==> src/rtl/aud_recorder.sv <==
// Record-side sample sink: writes strobed audio samples to sequential SRAM
// addresses from 0 with start/pause/stop control and a full stop at MAX_ADDR.
module aud_recorder #(
  parameter int          ADDR_W   = 20,
  parameter int          DATA_W   = 16,
  parameter int unsigned MAX_ADDR = (2**ADDR_W) - 1
) (
  input  logic                     i_clk,
  input  logic                     i_rst,
  input  logic                     i_start,
  input  logic                     i_pause,
  input  logic                     i_stop,
  input  logic                     i_sample_valid,
  input  logic signed [DATA_W-1:0] i_sample_data,
  output logic [ADDR_W-1:0]        o_sram_addr,
  output logic signed [DATA_W-1:0] o_sram_data,
  output logic                     o_sram_we,
  output logic [ADDR_W:0]          o_rec_len,
  output logic                     o_full,
  output logic [2:0]               o_state
);

  typedef enum logic [2:0] {
    S_IDLE  = 3'd0,
    S_REC   = 3'd1,
    S_PAUSE = 3'd2,
    S_FULL  = 3'd3
  } state_t;

  localparam logic [ADDR_W:0] LAST_WP = (ADDR_W+1)'(MAX_ADDR);

  state_t                     state_q, state_d;
  logic [ADDR_W:0]            wp_q, wp_d;
  logic                       we_q, we_d;
  logic [ADDR_W-1:0]          addr_q, addr_d;
  logic signed [DATA_W-1:0]   data_q, data_d;

  always_comb begin
    state_d = state_q;
    wp_d    = wp_q;
    we_d    = 1'b0;
    addr_d  = addr_q;
    data_d  = data_q;
    case (state_q)
      S_IDLE: begin
        if (i_start) begin
          state_d = S_REC;
          wp_d    = '0;
        end
      end
      S_REC: begin
        if (i_stop) begin
          state_d = S_IDLE;
        end else begin
          if (i_sample_valid) begin
            we_d   = 1'b1;
            addr_d = wp_q[ADDR_W-1:0];
            data_d = i_sample_data;
            wp_d   = wp_q + 1'b1;
          end
          // Filling the last address wins over a same-cycle pause.
          if (i_sample_valid && (wp_q == LAST_WP)) begin
            state_d = S_FULL;
          end else if (i_pause) begin
            state_d = S_PAUSE;
          end
        end
      end
      S_PAUSE: begin
        if (i_stop) begin
          state_d = S_IDLE;
        end else if (i_start) begin
          state_d = S_REC;
        end
      end
      S_FULL: begin
        if (i_stop) begin
          state_d = S_IDLE;
        end
      end
      default: state_d = S_IDLE;
    endcase
  end

  // Output register stage: write strobe lands one cycle after acceptance.
  always_ff @(posedge i_clk) begin
    if (i_rst) begin
      state_q <= S_IDLE;
      wp_q    <= '0;
      we_q    <= 1'b0;
      addr_q  <= '0;
      data_q  <= '0;
    end else begin
      state_q <= state_d;
      wp_q    <= wp_d;
      we_q    <= we_d;
      addr_q  <= addr_d;
      data_q  <= data_d;
    end
  end

  assign o_sram_addr = addr_q;
  assign o_sram_data = data_q;
  assign o_sram_we   = we_q;
  assign o_rec_len   = wp_q;
  assign o_full      = (state_q == S_FULL);
  assign o_state     = state_q;

endmodule

==> config.mk <==
export PLATFORM = sky130hd
export DESIGN_NAME = aud_recorder
export DESIGN_NICKNAME = d
export VERILOG_FILES = /design/src/rtl/aud_recorder.sv
export SDC_FILE = /design/constraint.sdc
export NUM_CORES = 1
export LEC_CHECK = 0
export ABC_CLOCK_PERIOD_IN_PS = 4010
export CAP_MARGIN = 5
export CORE_MARGIN = 3
export CORE_UTILIZATION = 42
export CTS_CLUSTER_DIAMETER = 60
export DETAILED_ROUTE_END_ITERATION = 12
export GPL_TIMING_DRIVEN = 0
export PLACE_DENSITY = 0.73
export RECOVER_POWER = 100
export SLEW_MARGIN = 20
export SYNTH_ARGS = -nofsm -noshare
export SYNTH_HDL_FRONTEND = slang
export SYNTH_SLANG_ARGS = --single-unit
==> constraint.sdc <==
create_clock -name i_clk -period 4.01 [get_ports i_clk]
set_clock_uncertainty 0.1 [all_clocks]
set_input_delay 0.6015 -clock i_clk [delete_from_list [all_inputs] [get_ports i_clk]]
set_output_delay 0.6015 -clock i_clk [all_outputs]
set_load 0.02 [all_outputs]
==> impl_results.md, run 1 <==
* Min cycle time layout at 2.82 ns
* Total GRT Usage at approximately a fifth
* R2r setup slk at between 1.5 and 2 ns
* Yosys warns at 0
* Asr flop ratio synth at 0%
* Clock sinks at 61
* Post-CTS Setup Bufs at 0
* Die height at 82.7 um
* Worst rel slew slack at 56.7%
* Drt first pass iters at 5
* Number of instances in the placed design at 459
* Top FF cell, synth: dfxtp_1
* Clock share of power at between 50 and 60%
* Seq cells post-synth at between 60 and 70
* Share of cells above drive strength 1 at approximately 4.5%
* P_int at between 1 and 1.5 mW
* Outcome: complete, no violations
* H-tree depth at 3
* Fin. Hold Viols at 0
* Row cnt at 27
* Dpl hpwl at 4600 um
* Final number of setup-violating endpoints at 0
* Kind of critical path: input port to register
* Max_cap viols at 0
* Pins over their slew limit at 0
* Initial Util at between 40% and 50%
* WL/cell at ~14 um
* Nets at roughly 420
* Total power at between 1 and 1.5 mW
* Flop pwr share at between 40 and 50%
* Vias at ~2500
* Die extent in x at 82.7 um
* # IOs at 84
* Setup TNS at 0 ns
* Most frequent cells in the layout: 81 x nand2_1, 64 x dlygate4sd3_1, 61 x dfxtp_1, 50 x a21oi_1, 20 x clkbuf_1
* Power per cell area at between 300 and 400 nW/um^2
* Peak VDD IR at 0.000219 V
* Psw at between 200 and 300 uW
* CTS tree: built
* Leak Pwr at approximately 1.4 nW
* CTS Buf Count at 9
* Commonest non-fill, non-tap cell in the layout: nand2_1
* Residual DRC at 0
* RSZ-0062 raised after global routing: no
* Synthesis-to-layout area growth at 47.1%
* Worst Path Arrival at 2.98 ns
* Mean Syn Cell Area at 8.10 sq um
* Non-Filler Instances at ~480
* Largest net degree at the start of global routing at 11
* Longest Clk Path Bufs at 2
* First-pass GRT wire length at between 10000 and 15000 um
* Combinational power share at approximately 3.8%
* Crit path from: i_stop
* Net Sw Frac at roughly a fifth
* EDFF count, synth at 0
* Cts hold-fix bufs at 0
* Via-per-instance ratio at between 5 and 6
* Port-buffer cells at 82
* Area after DPL at between 3000 and 4000 sq um
* Detail Route Antenna Nets at 0
* Critical R2R Launch: o_state[2]
* Core area at about 5600 sq um
* Startpoint Class: input port
* Finished Cell Area at 3630 sq um
* R2R cell count at 6
* Crit path to: o_sram_data[10]
* Final Util at 64.8%
* Skew-Pair Late Insertion Delay at about 0.33 ns
* Syn Inst Count at just over 300
* Worst-path fanout max at 10
* Number of gates resized after CTS at 0
* # diodes at 0
* Clock Root Buffer: clkbuf_8
* 1st-iter DRT viols at between 100 and 150
* Layout fillers at between 400 and 500
* Worst slew pin tran at 0.632 ns
* RD Place Congestion at ~0.77
* Die Footprint at a little under 7000 sq um
* Syn nets at approximately 330
* Worst path required time at 4.17 ns
* Final period util at a little over two thirds
* Cell Area, Synth at about 2500 sq um
* CP Capture Type: register
* FF-to-FF End: o_sram_data[10]
* Initial antenna violation count at 0
* Vias in the first global route at 2247
* Register area share after synthesis at between 40% and 50%
* Worst hold path class: register to register
* Yosys cell types at 39
* WL final at approximately 6600 um
* Congestion Overflow GR at 0
* Max Clk Rate at 354 MHz
* CTS clock-pin slew for the worst setup and hold paths at about 0.070 ns
-- how the worst min path moves through the flow --
| stage | from | endpoint | slack, ns | depth (start not counted) |
|---|---|---|---|---|
| 4_1_cts | o_sram_data[6] | o_sram_data[6] | 0.36 | 2 |
| 5_1_grt | o_sram_data[8] | o_sram_data[8] | 0.37 | 2 |
| 3_5_place_dp | o_sram_addr[18] | o_sram_addr[18] | 0.35 | 2 |
| 3_3_place_gp | o_sram_addr[18] | o_sram_addr[18] | 0.34 | 2 |
| 6_report | o_sram_data[8] | o_sram_data[8] | 0.35 | 2 |
| 2_1_floorplan | o_sram_addr[0] | o_sram_addr[0] | 0.43 | 2 |
-- per-layer routing --
| layer | GRT usage [%] | routed length (um) | vias to the layer above |
|---|---|---|---|
| met5 | 0 | 0 | - |
| met4 | 9.64 | 105 | 0 |
| met3 | 4.99 | 543 | 10 |
| met2 | 31.4 | 2870 | 91 |
| met1 | 26.6 | 3080 | 1141 |
| li1 | - | - | 1255 |
-- cell usage after synthesis, types with 2 or more instances --
| cell type | number | share of area, % |
|---|---|---|
| o21ai_0 | 5 | 1.0 |
| clkbuf_1 | 15 | 2.3 |
| nand3_1 | 5 | 1.0 |
| and2_1 | 2 | 0.51 |
| nor2_1 | 12 | 1.8 |
| dfxtp_1 | 61 | 49 |
| buf_1 | 3 | 0.46 |
| o2111ai_1 | 2 | 0.71 |
| and4_1 | 2 | 0.71 |
| nor2b_1 | 3 | 0.76 |
| buf_2 | 2 | 0.41 |
| inv_1 | 4 | 0.61 |
| nand2_1 | 81 | 12 |
| o211ai_1 | 3 | 0.91 |
| o31ai_1 | 11 | 3.3 |
| xor2_1 | 5 | 1.8 |
| nand4_1 | 3 | 0.76 |
| a21oi_1 | 50 | 10 |
| nor4_1 | 2 | 0.51 |
| or3_1 | 3 | 0.76 |
| or4_1 | 13 | 4.0 |
-- sequential cells by signal (all words and copies together) (netlist names) --
register     flops
o_rec_len       21
o_sram_addr     20
o_sram_data     16
o_sram_we        1
o_state          3
-- per-stage QoR --
| step | hold WS (ns) | setup slack, ns |
|---|---|---|
| after floorplan | 0.435 | 1.88 |
| after global placement | 0.341 | 1.13 |
| after detailed placement | 0.348 | 1.10 |
| after CTS | 0.356 | 1.43 |
| after global routing | 0.370 | 0.877 |
| final | 0.351 | 1.19 |
-- power by group through the flow --
stage / Clock [mW] / Combinational (mW) / Sequential, mW
after floorplan: 0 / 0.0188 / 0.626
final: 0.701 / 0.0520 / 0.610
after detailed placement: 0 / 0.0526 / 0.624
after CTS: 0.708 / 0.0533 / 0.611
after global routing: 0.737 / 0.0570 / 0.610
after global placement: 0 / 0.0528 / 0.624
-- cells by family (layout without fill, tap and decap cells) --
group                      after synthesis  after routing  synth area share, %
AOI/OAI and AO/OA                       78             78                 18.1
buffers and inverters                   25            123                 4.20
adders and majority gates                1              1                0.507
other                                    1              1                0.152
and+or+nand+nor                        133            133                 25.4
DFF                                     61             61                 49.4
xor gates and xnor gates                 5              5                 1.77
muxes                                    1              1                0.405
-- layout make-up --
cell class / instances / area [sq um] / area share [%]
inverters: 4 / 15.0 / 0.413
well taps: 72 / 90.1 / 2.48
clock buffers: 13 / 169 / 4.65
repair buffers: 82 / 821 / 22.6
flip-flops and latches: 61 / 1220 / 33.6
multi-input cells: 219 / 1140 / 31.4
clock inverters: 3 / 90.1 / 2.48
plain buffers: 21 / 87.6 / 2.41
-- critical path, cell delays in order --
cell	delay (ns)
dlygate4sd3_1	0.59
nor4b_1	0.52
and2_0	0.22
clkbuf_1	0.36
clkbuf_1	0.40
nand2_1	0.12
a21oi_1	0.15
(Power assumes the default switching activity.)
==> run 2: changes to the inputs <==
Settings changed: ABC_CLOCK_PERIOD_IN_PS 4010 to 2460, CORE_UTILIZATION 42 to 41, PLACE_DENSITY 0.73 to 0.74.
Clock period 4.01 ns to 2.46 ns, I/O delays scaled along.
==> run 2 against run 1 <==
  * Routed wire length decreased by 2.8%
  * Sequential share of layout area grew 0.37 points
  * Core utilization is 1.5 points lower
  * Sequential cell count did not move
  * Total power grew 48%
  * Sequential power up 63%
  * First-iteration DRC count is 26% lower
  * Largest cell class unchanged
==> impl_results.md, run 2 (synthesized netlist as in run 1, its figures left out) <==
* Outcome: complete, no violations
* Commonest non-fill, non-tap cell in the layout: nand2_1
* Congestion Overflow GR at 0 (unchanged)
* CTS clock-pin slew for the worst setup and hold paths at 0.06 ns (about the same)
* Synthesis-to-layout area growth at 45.5%
* Die Footprint at 6990 sq um (+2.3%)
* Pins over their slew limit at 0 (unchanged)
* Hold endpoint: o_sram_data[15]
* Initial antenna violation count at 0 (unchanged)
* Met3 Usage GRT at 5.23% (+0.24 points)
* P_int at 1.60 mW (+46%)
* Row cnt at 27 (unchanged)
* CTS tree: built
* RD Place Congestion at 0.787 (+2.6%)
* Detail Route Antenna Nets at 0 (unchanged)
* 1st-iter DRT viols at 82 (-26%)
* WL final at 6420 um (-2.8%)
* Via-per-instance ratio at 5.09 (-3.2%)
* Psw at 418 uW (+57%)
* Power per cell area at 561 nW/um^2 (+50%)
* Kind of critical path: input port to register
* Longest Clk Path Bufs at 2 (unchanged)
* Most frequent cells in the layout: 81 x nand2_1, 62 x dlygate4sd3_1, 61 x dfxtp_1, 50 x a21oi_1
* Largest net degree at the start of global routing at 11 (unchanged)
* Startpoint Class: input port
* Critical R2R Launch: o_rec_len[0]
* # diodes at 0 (unchanged)
* R2R cell count at 5 (-1)
* Die height at 83.6 um (+1.1%)
* Crit path cell chain: clkdlybuf4s50_1, and3b_1, clkbuf_1, o211ai_1, clkbuf_2, or4_1, a21oi_1
* CP max stage delay at 0.56 ns (-0.03 ns)
* Hold Startpoint: o_sram_data[15]
* Initial Util at 43.5% (-0.52 points)
* FF-to-FF End: o_rec_len[11]
* Total GRT Usage at 18.9% (-1.4 points)
* Hold path cells at 2 (unchanged)
* Clock sinks at 61 (unchanged)
* Clock share of power at 46.4% (-5.0 points)
* R2r setup slk at 0.19 ns (-1.43 ns)
* Met2 Usage GRT at 29.3% (-2.1 points)
* Residual DRC at 0 (unchanged)
* CP Capture Type: register
* Drt first pass iters at 6 (+1)
* Flop pwr share at 49.4% (+4.6 points)
* WL/cell at 13.5 um (-2.8%)
* Min cycle time layout at 2.30 ns
* # IOs at 84 (unchanged)
* Port-buffer cells at 82 (unchanged)
* CP top delay family: buffers and inverters
* Core area at 5680 sq um (+1.2%)
* Share of cells above drive strength 1 at 4.96% (+0.50 points)
* Worst-path fanout max at 10 (unchanged)
* Vias in the first global route at 2340 (+4.1%)
* Max Clk Rate at 435 MHz
* Worst rel slew slack at 60.8% (+4.1 points)
* Worst Path Arrival at 2.46 ns (-0.52 ns)
* Leak Pwr at 1.36 nW (-1.2%)
* Peak VDD IR at 0.000333 V (+52%)
* Die extent in x at 83.6 um (+1.1%)
* Met1 Use GR at 25.0% (-1.6 points)
* Number of instances in the placed design at 459 (unchanged)
* Clock Root Buffer: clkbuf_8
* Net Sw Frac at 20.7% (+1.2 points)
* Skew-Pair Late Insertion Delay at 0.33 ns (about the same)
* Worst slew pin tran at 0.573 ns (-0.0593 ns)
* Largest register FFs at 21 (unchanged)
* Non-Filler Instances at 475 (unchanged)
* Worst path bufs/invs at 3 (unchanged)
* Busiest layer in global routing: met2
* Fin. Hold Viols at 0 (unchanged)
* Final Util at 63.3% (-1.5 points)
* Dpl hpwl at 4600 um (-0.13%)
* Final number of setup-violating endpoints at 0 (unchanged)
* Worst hold path class: register to register
* Max_cap viols at 0 (unchanged)
* Combinational power share at 4.2% (+0.4 points)
* Worst path required time at 2.62 ns (-1.55 ns)
* Nets at 421 (unchanged)
* CTS Buf Count at 9 (unchanged)
* Slowest library cell on the worst path: clkdlybuf4s50_1
* Final period util at 93.3%
* RSZ-0062 raised after global routing: no
* First-pass GRT wire length at 11000 um (+3.5%)
* Vias at 2418 (-3.2%)
* H-tree depth at 3 (unchanged)
* Total power at 2.02 mW (+48%)
[run 2: worst max-delay path by stage]
stage,depth (start not counted),start,to
final,7,i_sample_valid,o_rec_len[12]
after global routing,7,i_sample_valid,o_rec_len[12]
after CTS,7,i_sample_valid,o_rec_len[12]
after detailed placement,7,i_sample_valid,o_rec_len[12]
after global placement,7,i_sample_valid,o_rec_len[12]
after floorplan,6,o_rec_len[8],o_rec_len[14]
[run 2: cell type report]
cell class	count	area, sq um
buffer	21	88.8
clock buffer	11	131
clock inverter	5	75.1
fill	501	2080
inverter	4	15.0
multi-input combinational	219	1150
sequential	61	1220
tap	72	90.1
timing repair buffer	82	821
[run 2: worst min-delay path, delay by kind of cell (launching register included)]
| kind | cells | cell delay, ns |
|---|---|---|
| AOI/OAI and AO/OA | 1 | 0.05 |
| and+or+nand+nor | 1 | 0.05 |
| DFF | 1 | 0.30 |
[run 2: repair_timing]
| item | CTS | global route |
|---|---|---|
| setup endpoints to repair | 0 | 16 |
| buffers inserted | 0 | 0 |
| gates resized for setup | 0 | 3 |
| hold buffers | 0 | 0 |
[run 2: per-layer routing]
metal / share of wire [%] / wire (um)
met1: 49 / 3150
met2: 44 / 2840
met3: 5.3 / 338
met4: 1.5 / 94
met5: 0 / 0
[run 2: power groups by stage]
stage | registers (mW) | logic [mW] | clock network (mW)
floorplan | 1.02 | 0.0307 | 0
finish | 0.996 | 0.0843 | 0.936
detailed placement | 1.02 | 0.0847 | 0
global placement | 1.02 | 0.0848 | 0
CTS | 0.996 | 0.0858 | 0.948
global route | 0.996 | 0.0926 | 0.987
[run 2: stage by stage]
stage               hold slack [ns]  worst slack (ns)  setup TNS (ns)  area [sq um]
global placement              0.342            -0.169           -3.14          3380
detailed placement            0.346            -0.190           -3.31          3380
finish                        0.349             0.164               0          3590
floorplan                     0.405             0.326               0          2470
global route                  0.363           0.00608               0          3590
CTS                           0.355             0.129               0          3590
==> run 3: changes to the inputs <==
Settings changed: CTS_CLUSTER_DIAMETER 60 to not set.
==> results of run 3 <==
Final layout, timing and power as in run 2 (identical DEF).
